`config.mk`:
```
export PLATFORM = sky130hd
export DESIGN_NAME = rrot_sched_8
export DESIGN_NICKNAME = d
export VERILOG_FILES = /design/src/rtl/rrot_sched_8.sv
export SDC_FILE = /design/constraint.sdc
export NUM_CORES = 1
export LEC_CHECK = 0
export BUFFER_PORTS_ARGS = -buffer_cell sky130_fd_sc_hd__buf_2
export CORE_MARGIN = 2
export CORE_UTILIZATION = 48
export CTS_CLUSTER_DIAMETER = 100
export DETAILED_ROUTE_END_ITERATION = 16
export PLACE_DENSITY = 0.95
export SLEW_MARGIN = 20
export SYNTH_ARGS = -nofsm -noshare
export SYNTH_HDL_FRONTEND = slang
export SYNTH_SLANG_ARGS = --single-unit
export TNS_END_PERCENT = 1
```
`constraint.sdc`:
```
create_clock -name clk -period 2 [get_ports clk]
set_input_delay 0.2 -clock clk [delete_from_list [all_inputs] [get_ports clk]]
set_output_delay 0.2 -clock clk [all_outputs]
set_load 0.005 [all_outputs]
```
`src/rtl/rrot_sched_8.sv`:
```
// Two-requester scheduler sharing one combinational 8-bit right rotator.
// Define RROT_SCHED_PRIO_EN for fixed priority (requester 0 wins ties); default is round-robin.
module rrot_sched_8 #(
   parameter int unsigned   W        = 8,
   parameter logic [W-1:0]  RST_DATA = 8'h00
) (
   input  logic         clk,
   input  logic         rst,
   input  logic         req0_valid,
   output logic         req0_ready,
   input  logic [W-1:0] req0_data,
   input  logic [2:0]   req0_amt,
   input  logic         req1_valid,
   output logic         req1_ready,
   input  logic [W-1:0] req1_data,
   input  logic [2:0]   req1_amt,
   output logic [W-1:0] rot_data,
   output logic [2:0]   rot_sel,
   input  logic [W-1:0] rot_out,
   output logic         rsp_valid,
   input  logic         rsp_ready,
   output logic [W-1:0] rsp_data,
   output logic         rsp_id,
   output logic         busy
);

   typedef enum logic [1:0] {StIdle, StIssue, StResp} state_e;

   state_e       state_q, state_d;
   logic [W-1:0] rot_data_q, rot_data_d;
   logic [2:0]   rot_sel_q, rot_sel_d;
   logic         rsp_valid_q, rsp_valid_d;
   logic [W-1:0] rsp_data_q, rsp_data_d;
   logic         rsp_id_q, rsp_id_d;
   logic         last_gnt_q, last_gnt_d;
   logic         gnt0, gnt1;

`ifdef RROT_SCHED_PRIO_EN
   assign gnt0 = req0_valid;
   assign gnt1 = req1_valid & ~req0_valid;
`else
   // On a tie, the requester that did not win last time goes next.
   assign gnt0 = req0_valid & (~req1_valid | last_gnt_q);
   assign gnt1 = req1_valid & (~req0_valid | ~last_gnt_q);
`endif

   assign req0_ready = (state_q == StIdle) & gnt0 & ~rst;
   assign req1_ready = (state_q == StIdle) & gnt1 & ~rst;

   always_comb begin
      state_d     = state_q;
      rot_data_d  = rot_data_q;
      rot_sel_d   = rot_sel_q;
      rsp_valid_d = rsp_valid_q;
      rsp_data_d  = rsp_data_q;
      rsp_id_d    = rsp_id_q;
      last_gnt_d  = last_gnt_q;
      unique case (state_q)
         StIdle: begin
            if (req0_ready) begin
               rot_data_d = req0_data;
               rot_sel_d  = req0_amt;
               rsp_id_d   = 1'b0;
               last_gnt_d = 1'b0;
               state_d    = StIssue;
            end else if (req1_ready) begin
               rot_data_d = req1_data;
               rot_sel_d  = req1_amt;
               rsp_id_d   = 1'b1;
               last_gnt_d = 1'b1;
               state_d    = StIssue;
            end
         end
         StIssue: begin
            rsp_data_d  = rot_out;
            rsp_valid_d = 1'b1;
            state_d     = StResp;
         end
         StResp: begin
            if (rsp_ready) begin
               rsp_valid_d = 1'b0;
               state_d     = StIdle;
            end
         end
         default: state_d = StIdle;
      endcase
   end

   always_ff @(posedge clk) begin
      if (rst) begin
         state_q     <= StIdle;
         rot_data_q  <= RST_DATA;
         rot_sel_q   <= 3'd0;
         rsp_valid_q <= 1'b0;
         rsp_data_q  <= RST_DATA;
         rsp_id_q    <= 1'b0;
         last_gnt_q  <= 1'b1;
      end else begin
         state_q     <= state_d;
         rot_data_q  <= rot_data_d;
         rot_sel_q   <= rot_sel_d;
         rsp_valid_q <= rsp_valid_d;
         rsp_data_q  <= rsp_data_d;
         rsp_id_q    <= rsp_id_d;
         last_gnt_q  <= last_gnt_d;
      end
   end

   assign rot_data  = rot_data_q;
   assign rot_sel   = rot_sel_q;
   assign rsp_valid = rsp_valid_q;
   assign rsp_data  = rsp_data_q;
   assign rsp_id    = rsp_id_q;
   assign busy      = (state_q != StIdle);

endmodule

```
### After elaboration in Yosys (flattened, before gate mapping)

Index checks and enable logic that the tools add are counted.

| storage, ports and cells | value |
|---|---|
| bits in registers | 24 |
| bits of input ports | 35 |
| output and inout port bits | 24 |
| word-level logic and storage cells | 42 |

| cells by class | value |
|---|---|
| equality and inequality tests | 4 |
| mux-type cells | 12 |
| bitwise operators | 12 |
| reduce and logical (&&, ||, !) cells | 7 |

Operators with widths:

| kind | count |
|---|---|
| 8-bit two-way mux | 2 |
| 1-bit bitwise AND | 6 |
| 2-bit two-way mux | 3 |
| 3-bit two-way mux | 2 |
| 2-bit one-hot mux with 3 select lines | 1 |
| 2-bit AND reduction | 3 |
| 2-bit nonzero test | 3 |
| 1-bit NOT | 4 |
| 1-bit two-way mux | 3 |
| 3-bit != test, second input constant | 1 |
| 2-bit by 1-bit equality test with 1-bit output, second input constant | 1 |
| 2-bit equality test, second input constant | 1 |
| 2-bit zero test | 1 |
| 2-bit != test, second input constant | 1 |
| 1-bit bitwise OR | 2 |
| 1-bit one-hot mux with 2 select lines | 1 |

### Logic depth before layout (Yosys ltp)

| logic depth | value |
|---|---|
| word-level depth | 8 |
| gate-level depth with buffers | 5 |
| mapped depth without buffers | 3 |

### Least setup slack after synthesis

Ideal clock, no wire load.

| timing path | value |
|---|---|
| path type | reg-to-reg |
| start point | register state_q[1] |
| end point | register rot_data_q[0], in the netlist rot_data[0] |
| library setup time | 133 ps |
| data arrival time | 1,189 ps |
| path slack | 677 ps |
| cell stages (with the launch flop) | 5 |
| path buffers | 1 |
| path through | dfxtp_1 > or3_4 > buf_6 > o31ai_2 > a311oi_1 |

| on the way | value |
|---|---|
| longest elaborated chain between the ends | 5 |
| elaborated cells on any way between the ends | 8 |
| those cells by class | 1 x mux; 4 x bitwise; 3 x reduce/logical |

Ends and longest elaborated chain:

| element | RTL line | source |
|---|---|---|
| from (decl) | 29 | `state_e state_q, state_d;` |
| from (signal assigned) | 91 | `state_q <= StIdle;` |
| from (signal assigned) | 99 | `state_q <= state_d;` |
| 2-bit zero test * | 47, 48, 58 |  |
| 1-bit bitwise AND, on equally long branches (2 in a row) | 47, 48 |  |
| 2-bit nonzero test (no line) | -- |  |
| 2-bit AND reduction (no line) | -- |  |
| to (signal assigned) | 100 | `rot_data_q <= rot_data_d;` |
| to (decl) | 30 | `logic [W-1:0] rot_data_q, rot_data_d;` |

Every way passes the cells marked *; elsewhere a longest branch is shown, timed or not.
A chain may end at the register's enable or synchronous reset.

### Worst setup path after layout

| timing path | value |
|---|---|
| start point | register state_q[1] |
| end point | output req1_ready |

| on the way | value |
|---|---|
| longest elaborated chain between the ends | 3 |

Ends and longest elaborated chain:

| element | RTL line | source |
|---|---|---|
| 2-bit zero test | 48 | `assign req1_ready = (state_q == StIdle) & gnt1 & ~rst;` |
| 1-bit bitwise AND (2 in a row) | 48 |  |
| to (decl) | 14 | `output logic req1_ready,` |

Every way passes these cells.

==> run summary <==
* **Max Freq** 0.585 GHz
* **Synth Cell Area** 1160 µm²
* **Hold Path Origin** rot_out[3]
* **FF-to-FF Start** state_q[1]
* **layout overhead on the synthesized area** 28.0%
* **worst slew margin relative to its limit** 65.1%
* **unrepaired setup endpoints after global routing** false
* **Post-CTS Hold Fix Bufs** 0
* **capture instance of the worst register-to-register path** rot_data[3]
* **number of DRC violations after detailed-routing iteration 0** 24
* **WP data arrival** 1.51 ns
* **Final ANT Viol Nets** 0
* **wire length reported by the detailed router** 2.99 mm
* **routed length per instance** 14.5 µm
* **dominant cell type by area after synthesis** dfxtp_1
* **I/O pin total** 59
* **post-route worst setup slack** 0.290 ns
* **worst hold path type** in2reg
* **Total Die Area** 2820 µm²
* **type of the worst setup path** reg2out
* **post-route fraction of the period consumed by the critical path** 85.5%
* **Post-Synthesis Mean Instance Area** 9.03 µm²
* **Critical Path Sink Type** output port
* **Min Clock Period, post-route** 1.71 ns
* **synthesis warning total** 0
* **register cell area after layout** 480 µm²
* **TritonCTS clock tree** done
* **clock buffer depth** 2
* **core region area** 2250 µm²
* **post-route worst hold slack** 0.106 ns
* **CTS Root Cell** clkbuf_4
* **Placed Cells incl. Taps** 203
* **Gates resized, CTS repair** 0
* **Row Count** 17
* **net count after synthesis** 163
* **Leakage Power** 0.653 nW
* **first drt pass iteration count** 4
* **total power divided by cell area** 775 nW/µm²
* **Distinct cells, synth** 28
* **R2R Setup Slk** 0.39 ns
* **CTS Sinks** 24
* **final weighted congestion in routability-driven placement** 0.769
* **cells along the critical path** nor3_4 -> and3_1 -> buf_2
* **total power consumption of the routed design** 1.15 mW
* **hold-critical path depth** 3
* **nature of the critical path startpoint** register
* **aggregate global-route resource usage** 22.0%
* **vertical die dimension** 53.1 µm
* **Final Core Density** 65.6%
* **largest net degree at the start of global routing** 17
* **worst slack at placement** 0.446 ns
* **final-stage net count** 215
* **register bit total from synthesis** 24
* **CP max FO** 10
* **CP max stage cell** dfxtp_1
* **Non-Filler Cell Area, Final** 1480 µm²
* **Detailed Place HPWL** 2.23 mm
* **leading post-synthesis cells by cell area** dfxtp_1 (42%), o31ai_2 (11%), a21oi_1 (8.7%), a311oi_1 (8.3%), nand4_1 (6.0%)
* **final cell count without fillers** 207
* **area of the multi-input gates** 588 µm²
* **via count of the first global-routing pass** 1126
* **number of failing setup endpoints in the final timing report** 0
* **gr ovfl total** 0
* **# Max-Cap Violations** 0
* **Vias** 1206
* **clock latency at the later pin of the worst-skew pair** 0.31 ns
* **outcome** complete, no violations
* **Port Buffers** 58
* **end point of the most critical hold path** rsp_data[3]
* **post-CTS setup buffers** 0
* **number of fill cells in the layout** 197
* **Synth top area share** 41.6%
* **first-pass GRT wire length** 4.64 mm
* **sequential-to-total area share from yosys stat** 41.6%
* **Total Negative Setup Slacks** 0 ns
* **Hold Violations, Final** 0
* **total clock buffers created by CTS** 3
* **clock input transition at the sequential cells of the worst setup and hold paths** 0.14 ns
* **Antenna Cells** 0
* **cell area reported after detailed placement** 1430 µm²
* **transition time at the pin with the least slew margin** 0.522 ns
* **CTS HTree Levels** 1
* **drc violations** 0
* **initial antenna violation count** 0
* **Crit path largest cell delay** 0.41 ns
* **fraction of layout instances using a drive strength above 1** 44.7%
* **Initial Utilization** 51.3%
* **data required time at the worst endpoint** 1.80 ns
* **Worst IR Drop VDD** 0.000544 V
* **die extent in x** 53.1 µm
* **worst clock skew** 0.00352 ns
* **final number of max-transition violations** 0
* **worst-case reg-to-reg path depth** 4
* **gate count after technology mapping** 128
* **detailed-route vias per instance** 5.83
## where the power goes
group / switching [mW] / total [mW] / internal [mW]
combinational: 0.135 / 0.250 / 0.114
sequential: 0.0266 / 0.546 / 0.520
clock: 0.149 / 0.351 / 0.203
## critical path: cells and delay by family, from the launching register on
kind | cells | cell delay, ns
simple gates | 2 | 0.65
buf+inv | 1 | 0.13
flops | 1 | 0.41
## flip-flops by register name, summed over array words and instances (netlist names)
name / flops
rot_data: 8
rsp_data: 8
rot_sel: 3
state_q: 2
last_gnt_q: 1
rsp_id: 1
rsp_valid: 1
## layout by cell type (no fill, tap or decap)
cell type,n
nor2b_1,1
a21oi_1,20
nand3_1,1
and2_1,1
o21ai_0,1
clkbuf_4,3
buf_2,58
nand4_1,11
or3b_2,1
bufinv_16,1
inv_1,3
nand2_1,17
nand2b_1,2
nor2_1,1
and3_1,1
a211o_1,1
o31ai_1,1
buf_4,3
o31ai_2,10
or2_1,1
dfxtp_1,24
and2b_1,1
a311oi_1,11
or2_2,1
a31o_2,1
nor3_4,1
or3_4,1
nand3b_1,1
## worst max-delay path by stage
stage               start           to  slack (ns)
5_1_grt        last_gnt_q   req0_ready        0.22
2_1_floorplan  state_q[1]  rot_data[0]        0.68
3_5_place_dp   req0_valid  rot_data[3]        0.45
6_report       state_q[1]   req1_ready        0.29
3_3_place_gp   req0_valid  rot_data[4]        0.53
4_1_cts        state_q[1]   req1_ready        0.31
## area by class of cell
cell class | count | share of cell area [%]
Clock buffer | 3 | 1.52
Clock inverter | 1 | 2.03
Inverter | 3 | 0.761
Multi-Input combinational cell | 87 | 39.7
Sequential cell | 24 | 32.5
Tap cell | 28 | 2.37
Timing Repair Buffer | 61 | 21.1
## cell families after synthesis
group                  after synthesis  synth area share [%]
AOI/OAI and AO/OA                   45                  30.4
buffers and inverters               17                  7.58
DFF                                 24                  41.6
and+or+nand+nor                     42                  20.5
## routing by layer
layer,vias to the layer above,wire [µm],track usage [%]
li1,578,-,-
met3,10,283,3.39
met5,-,0,0
met4,0,46,9.40
met2,71,1440,41.5
met1,547,1230,24.0
## synth_stat cells
cell type / instances
a211o_1: 1
a21oi_1: 20
a311oi_1: 11
a31o_2: 1
and2_1: 1
and2b_1: 1
and3_1: 1
buf_2: 4
buf_4: 1
buf_6: 2
clkbuf_1: 7
dfxtp_1: 24
inv_1: 3
nand2_1: 17
nand2b_1: 2
nand3_1: 1
nand3b_1: 1
nand4_1: 11
nor2_1: 1
nor2b_1: 1
nor3_4: 1
o21ai_0: 1
o31ai_1: 1
o31ai_2: 10
or2_1: 1
or2_2: 1
or3_4: 1
or3b_2: 1
Power figures use the tool's default switching activity.
